--- src/rtl/rwc_puf_gen_pkg.sv ---
// Shared types and constants for the read-write collision PUF generator.
package rwc_pkg;

  typedef enum logic [2:0] {
    IDLE  = 3'd0,
    WRITE = 3'd1,
    WAIT  = 3'd2,
    CLEAR = 3'd3,
    RESP  = 3'd4
  } rwc_state_e;

  // Word written back after each collision so the next repetition starts clean.
  localparam logic [31:0] RWC_CLEAR_DEFAULT = '0;

  // Repetition counter width; covers SAMPLES up to 255.
  localparam int unsigned REP_W = 8;

endpackage

--- src/rtl/rwc_puf_gen_wea_pulse.sv ---
// Half-cycle write-enable generator: a posedge/negedge toggle pair turns a
// one-cycle fire strobe into a pulse that is high from posedge to negedge.
module rwc_wea_pulse
  import rwc_pkg::*;
(
  input  logic clk,
  input  logic rst_n,
  input  logic fire,
  output logic we
);

  logic we_pos;
  logic we_neg;

  always_ff @(posedge clk or negedge rst_n) begin
    if (!rst_n)    we_pos <= 1'b0;
    else if (fire) we_pos <= ~we_pos;
  end

  // Following we_pos on the falling edge closes the pulse after half a cycle.
  always_ff @(negedge clk or negedge rst_n) begin
    if (!rst_n) we_neg <= 1'b0;
    else        we_neg <= we_pos;
  end

  assign we = we_pos ^ we_neg;

endmodule

--- src/rtl/rwc_puf_gen.sv ---
// Burst read-write collision PUF: per address, SAMPLES write/read collisions
// on an external dual-port BRAM, one response beat with pos/neg samples and flip mask.
module rwc_puf_gen
  import rwc_pkg::*;
#(
  parameter int unsigned       DATA_W      = 32,
  parameter int unsigned       ADDR_W      = 10,
  parameter int unsigned       LEN_W       = 4,
  parameter int unsigned       SAMPLES     = 4,
  parameter logic [DATA_W-1:0] CLEAR_VALUE = DATA_W'(RWC_CLEAR_DEFAULT)
) (
  input  logic              clk,
  input  logic              rst_n,
  input  logic              cha_valid,
  output logic              cha_ready,
  input  logic [DATA_W-1:0] cha_data,
  input  logic [ADDR_W-1:0] cha_addr,
  input  logic [LEN_W-1:0]  cha_len,
  output logic              mem_we,
  output logic [ADDR_W-1:0] mem_addr,
  output logic [DATA_W-1:0] mem_din,
  input  logic [DATA_W-1:0] mem_doutb,
  output logic              rsp_valid,
  input  logic              rsp_ready,
  output logic [DATA_W-1:0] rsp_pos,
  output logic [DATA_W-1:0] rsp_neg,
  output logic [DATA_W-1:0] rsp_flip,
  output logic [ADDR_W-1:0] rsp_addr,
  output logic              rsp_last,
  output logic              busy
);

  rwc_state_e state, next;

  logic [DATA_W-1:0] data_q;
  logic [DATA_W-1:0] pos_smp;
  logic [DATA_W-1:0] neg_smp;
  logic [DATA_W-1:0] first_smp;
  logic [DATA_W-1:0] flip_q;
  logic [LEN_W-1:0]  len_q;
  logic [LEN_W-1:0]  beat_cnt;
  logic [REP_W-1:0]  rep_cnt;
  logic              accept;
  logic              rsp_hs;
  logic              last_rep;
  logic              last_beat;
  logic              fire;

  assign cha_ready = (state == IDLE);
  assign busy      = (state != IDLE);
  assign accept    = cha_valid && cha_ready;
  assign rsp_hs    = rsp_valid && rsp_ready;
  assign last_rep  = (rep_cnt == REP_W'(SAMPLES - 1));
  assign last_beat = (beat_cnt == len_q);

  // Pulses launch on the edge that enters WRITE or CLEAR, so fire is decoded
  // from the transition rather than the current state.
  always_comb begin
    next = state;
    fire = 1'b0;
    case (state)
      IDLE:    if (accept) next = WRITE;
      WRITE:   next = WAIT;
      WAIT:    next = CLEAR;
      CLEAR:   next = last_rep ? RESP : WRITE;
      RESP:    if (rsp_hs) next = last_beat ? IDLE : WRITE;
      default: next = IDLE;
    endcase
    if ((next == WRITE || next == CLEAR) && next != state) fire = 1'b1;
  end

  rwc_wea_pulse u_wea (
    .clk   (clk),
    .rst_n (rst_n),
    .fire  (fire),
    .we    (mem_we)
  );

  always_ff @(posedge clk or negedge rst_n) begin
    if (!rst_n) begin
      state     <= IDLE;
      data_q    <= '0;
      len_q     <= '0;
      mem_addr  <= '0;
      mem_din   <= '0;
      pos_smp   <= '0;
      first_smp <= '0;
      flip_q    <= '0;
      rep_cnt   <= '0;
      beat_cnt  <= '0;
      rsp_valid <= 1'b0;
      rsp_pos   <= '0;
      rsp_neg   <= '0;
      rsp_flip  <= '0;
      rsp_addr  <= '0;
      rsp_last  <= 1'b0;
    end else begin
      state <= next;
      case (state)
        IDLE: if (accept) begin
          data_q   <= cha_data;
          mem_din  <= cha_data;
          mem_addr <= cha_addr;
          len_q    <= cha_len;
          rep_cnt  <= '0;
          flip_q   <= '0;
          beat_cnt <= '0;
        end
        WRITE: begin
          pos_smp <= mem_doutb;
          if (rep_cnt == '0) first_smp <= mem_doutb;
          else               flip_q    <= flip_q | (mem_doutb ^ first_smp);
        end
        WAIT: mem_din <= CLEAR_VALUE;
        CLEAR: if (!last_rep) begin
          rep_cnt <= rep_cnt + 1'b1;
          mem_din <= data_q;
        end
        // Beat registers load one cycle after entering RESP and hold until taken.
        RESP: begin
          if (rsp_hs) begin
            rsp_valid <= 1'b0;
            if (!last_beat) begin
              mem_addr <= mem_addr + 1'b1;
              beat_cnt <= beat_cnt + 1'b1;
              rep_cnt  <= '0;
              flip_q   <= '0;
              mem_din  <= data_q;
            end
          end else if (!rsp_valid) begin
            rsp_valid <= 1'b1;
            rsp_pos   <= pos_smp;
            rsp_neg   <= neg_smp;
            rsp_flip  <= flip_q;
            rsp_addr  <= mem_addr;
            rsp_last  <= last_beat;
          end
        end
        default: ;
      endcase
    end
  end

  always_ff @(negedge clk or negedge rst_n) begin
    if (!rst_n)              neg_smp <= '0;
    else if (state == WRITE) neg_smp <= mem_doutb;
  end

endmodule
--- config.mk ---
export PLATFORM = sky130hd
export DESIGN_NAME = rwc_puf_gen
export DESIGN_NICKNAME = d
export VERILOG_FILES = /design/src/rtl/rwc_puf_gen_pkg.sv /design/src/rtl/rwc_puf_gen_wea_pulse.sv /design/src/rtl/rwc_puf_gen.sv
export SDC_FILE = /design/constraint.sdc
export NUM_CORES = 1
export LEC_CHECK = 0
export CAP_MARGIN = 20
export CORE_UTILIZATION = 35
export CTS_CLUSTER_SIZE = 16
export DETAILED_ROUTE_END_ITERATION = 6
export HOLD_SLACK_MARGIN = 0.08
export PLACE_DENSITY_LB_ADDON = 0.15
export SKIP_CTS_REPAIR_TIMING = 1
export SLEW_MARGIN = 20
export SYNTH_ARGS = -nofsm -noshare
export SYNTH_HDL_FRONTEND = slang
export SYNTH_SLANG_ARGS = --single-unit
--- constraint.sdc ---
create_clock -name clk -period 3.1 [get_ports clk]
set_input_delay 0.465 -clock clk [delete_from_list [all_inputs] [get_ports clk]]
set_output_delay 0.465 -clock clk [all_outputs]
set_load 0.02 [all_outputs]
==> results summary, run 1 <==
The post-CTS clock slew at the launch and capture registers of the worst setup and hold paths came out at 0.05 ns. The via total after detailed routing came out at 8,816. The post-synthesis sequential area ratio is 0.620. Clock tree synthesis inserted a total of 39 buffers.

Across the run, the number of max-cap violations was 0. The top cell types in the final layout, fill and taps aside, are sky130_fd_sc_hd__dfrtp_1, sky130_fd_sc_hd__nand2_1, sky130_fd_sc_hd__clkdlybuf4s50_1. CTS placed an instance of sky130_fd_sc_hd__clkbuf_16 at the clock tree root. The via density per instance came out at 4.69. The slew at the pin closest to its max-slew limit came out at 0.773 ns. The flow ran to the end, but the final reports show violations. The final estimated routing congestion in global placement is 0.770. The CTS tree is yes. The number of antenna diodes in the final layout is 0. The wire length of the first global-routing pass is 51.2 mm.

The initial antenna violation count came to 0. STA classifies the critical path endpoint as an output pin. The stage delay of the slowest cell on the critical path is 0.39 ns. The data arrival time at the worst-slack endpoint is 2.80 ns. After detailed routing, the total wire length is 32.4 mm. The post-route clock skew is 0.0318 ns. The height of the die came out at 197 µm. The worst setup path is launched from a register.

The average instance area after synthesis came out at 12.4 µm². The area growth from synthesis to layout is 33.9%. The total number of clock tree sinks came out at 331. The cell depth of the worst flop-to-flop path came out at 5. The synthesized netlist net count is 1,166.

For this run, the number of Yosys warnings is 0. The die outline area came out at 0.0390 mm². Walking the worst path, the cells encountered are xor2_1, buf_4. The number of I/O port buffers came out at 234. The power density relative to cell area is 1140 mW/mm². In this run the cell area of the synthesized design comes to 0.0134 mm². The checks that failed: negative setup slack.

For this design the static power due to leakage is 8.38 nW. The number of max-slew violations in the final report came out at 0. Setup repair after global routing could not meet its margin everywhere. The total grt overflow came out at 0. The number of instances in the synthesized netlist came out at 1,080. By startpoint and endpoint, the worst setup path is classified as reg -> out. The proportion of register bits with asynchronous set or reset after synthesis is 1.00. The deepest level of the CTS H-tree came out at 2.

The data required time of the critical path came out at 2.63 ns. In this run the worst path has a maximum fanout of 1. The final HPWL from detailed placement came out at 21.4 mm. The global routing usage summed across all routing layers is 0.170. The min-delay analysis places its worst path in the category in -> async. The share of the core filled with cells came out at 0.476. The total iterations of the first detailed-routing run is 4. Setup violations remaining at the end of the flow were counted as 1.

The slack of the critical path came out at -0.166 ns. The net count reported at finish is 1,426. The worst max-slew margin expressed relative to the limit came out at 0.485. The library cell used most frequently in the layout, excluding fill and tap cells, is sky130_fd_sc_hd__dfrtp_1. On the critical path, the stage with the largest delay is an instance of sky130_fd_sc_hd__dfrtn_1. In the final layout, the share of cells above drive strength 1 is 0.212. The number of DRC markers in iteration 0 is 380. Synthesis instantiated 50 different standard cells from the library. The starting density of the core came out at 0.356. Counting flops with a built-in enable in the synthesized netlist gives 0. After floorplanning, the core was divided into 71 placement rows. The final hold violation count is 0. The number of global-route vias before repair is 8,823. The most used flip-flop cell after synthesis is sky130_fd_sc_hd__dfrtp_1. No sink is reached through more buffers than the 3 on the longest clock path. The residual DRC count came out at 0. The clock insertion delay at the later pin of the skew report is 0.55 ns.

In the final routed layout, each cell accounts on average for 17.2 µm. The die width is 197 µm. VDD sags by at most 0.635 mV. The number of register bits inferred by synthesis came out at 331. The cell area after placement is 0.0165 mm². After routing the design area is 0.0179 mm².

The number of nets with antenna violations after detailed routing is 0. The placeable core region is 0.0376 mm². The number of ports placed on the die boundary came out at 235. The largest net degree at the start of global routing came out at 76.
[report_power, final]
group	switching [W]	total, W	internal, W	leakage, nW
combinational	0.00398	0.00805	0.00407	3.58
clock	0.00183	0.00476	0.00294	0.663
sequential	0.00115	0.00751	0.00636	4.14
[metal layers]
metal  up-vias  GRT usage  wire length (µm)  part of all wire
met3        40     0.0507              2170             0.067
met5         -          0                 0                 0
met4         0     0.0508               659             0.020
met2       205      0.262             14800              0.46
li1       4212          -                 -                 -
met1      4359      0.229             14700              0.46
[critical path, delay by kind of cell (launching register included)]
family / cells / cell delay, ns
flops: 1 / 0.39
buf+inv: 1 / 0.16
xor+xnor: 1 / 0.15
[through the flow]
step / setup TNS, ns / instances / setup WS (ns) / hold WS (ns) / power [W]
floorplan: 0 / 1080 / 0.204 / 0.169 / 0.0123
detailed placement: -0.0531 / 1808 / -0.0531 / 0.343 / 0.0157
global placement: -0.0852 / 1808 / -0.0852 / 0.344 / 0.0156
CTS: -0.647 / 1879 / -0.647 / -0.250 / 0.0206
global route: -0.224 / 1881 / -0.224 / 0.380 / 0.0216
finish: -0.166 / 1881 / -0.166 / 0.388 / 0.0203
[sequential cells by signal (all words and copies together) (netlist names), 3 cells and up]
signal and cells:
data_q 32, first_smp 32, flip_q 32, mem_din 32, neg_smp 32, pos_smp 32, rsp_flip 32, rsp_neg 32
rsp_pos 32, mem_addr 10, rsp_addr 10, rep_cnt 8, beat_cnt 4, len_q 4, state 3
[area by class of cell]
cell class / count / area [µm²]
clock buffer: 59 / 1160
tap: 511 / 639
multi-input combinational: 687 / 4830
clock inverter: 12 / 185
sequential: 331 / 8280
fill: 3458 / 19700
inverter: 7 / 26.3
timing repair buffer: 274 / 2760
[cells by family after synthesis]
| group | after synthesis | share of synthesized area |
|---|---|---|
| compound gates | 114 | 0.0664 |
| xor+xnor | 42 | 0.0275 |
| fa+ha+maj | 4 | 0.00375 |
| buf+inv | 62 | 0.0217 |
| flops | 331 | 0.620 |
| mux | 170 | 0.151 |
| simple gates | 357 | 0.110 |
[worst paths after layout]
kind,end,from,slack (ns)
min,rsp_neg[31],rst_n,0.39
min reg2reg,neg_smp[17],neg_smp[17],0.41
min in group clk,neg_smp[17],neg_smp[17],0.41
max in group asynchronous,neg_smp[18],rst_n,0.72
max reg2reg,neg_smp[22],state[1],0.29
max,mem_we,u_wea.we_neg,-0.17
[synthesized netlist by cell type (5+ instances only)]
| library cell | count | share of area |
|---|---|---|
| sky130_fd_sc_hd__a21oi_1 | 20 | 0.0075 |
| sky130_fd_sc_hd__a22o_1 | 65 | 0.043 |
| sky130_fd_sc_hd__buf_2 | 19 | 0.0071 |
| sky130_fd_sc_hd__clkbuf_1 | 27 | 0.0076 |
| sky130_fd_sc_hd__dfrtn_1 | 33 | 0.062 |
| sky130_fd_sc_hd__dfrtp_1 | 298 | 0.56 |
| sky130_fd_sc_hd__inv_1 | 7 | 0.0020 |
| sky130_fd_sc_hd__mux2_2 | 141 | 0.12 |
| sky130_fd_sc_hd__mux2_4 | 28 | 0.031 |
| sky130_fd_sc_hd__nand2_1 | 296 | 0.083 |
| sky130_fd_sc_hd__nand3_1 | 15 | 0.0056 |
| sky130_fd_sc_hd__nor2_1 | 15 | 0.0042 |
| sky130_fd_sc_hd__nor3_1 | 5 | 0.0019 |
| sky130_fd_sc_hd__o21ai_0 | 12 | 0.0045 |
| sky130_fd_sc_hd__or3_1 | 5 | 0.0023 |
| sky130_fd_sc_hd__xnor2_1 | 7 | 0.0046 |
| sky130_fd_sc_hd__xor2_1 | 35 | 0.023 |
(Power assumes the default switching activity.)
==> inputs of run 2 (changes only) <==
- GPL_ROUTABILITY_DRIVEN: not set -> 0
==> results of run 2 <==
Final layout, timing and power as in run 1 (identical DEF).
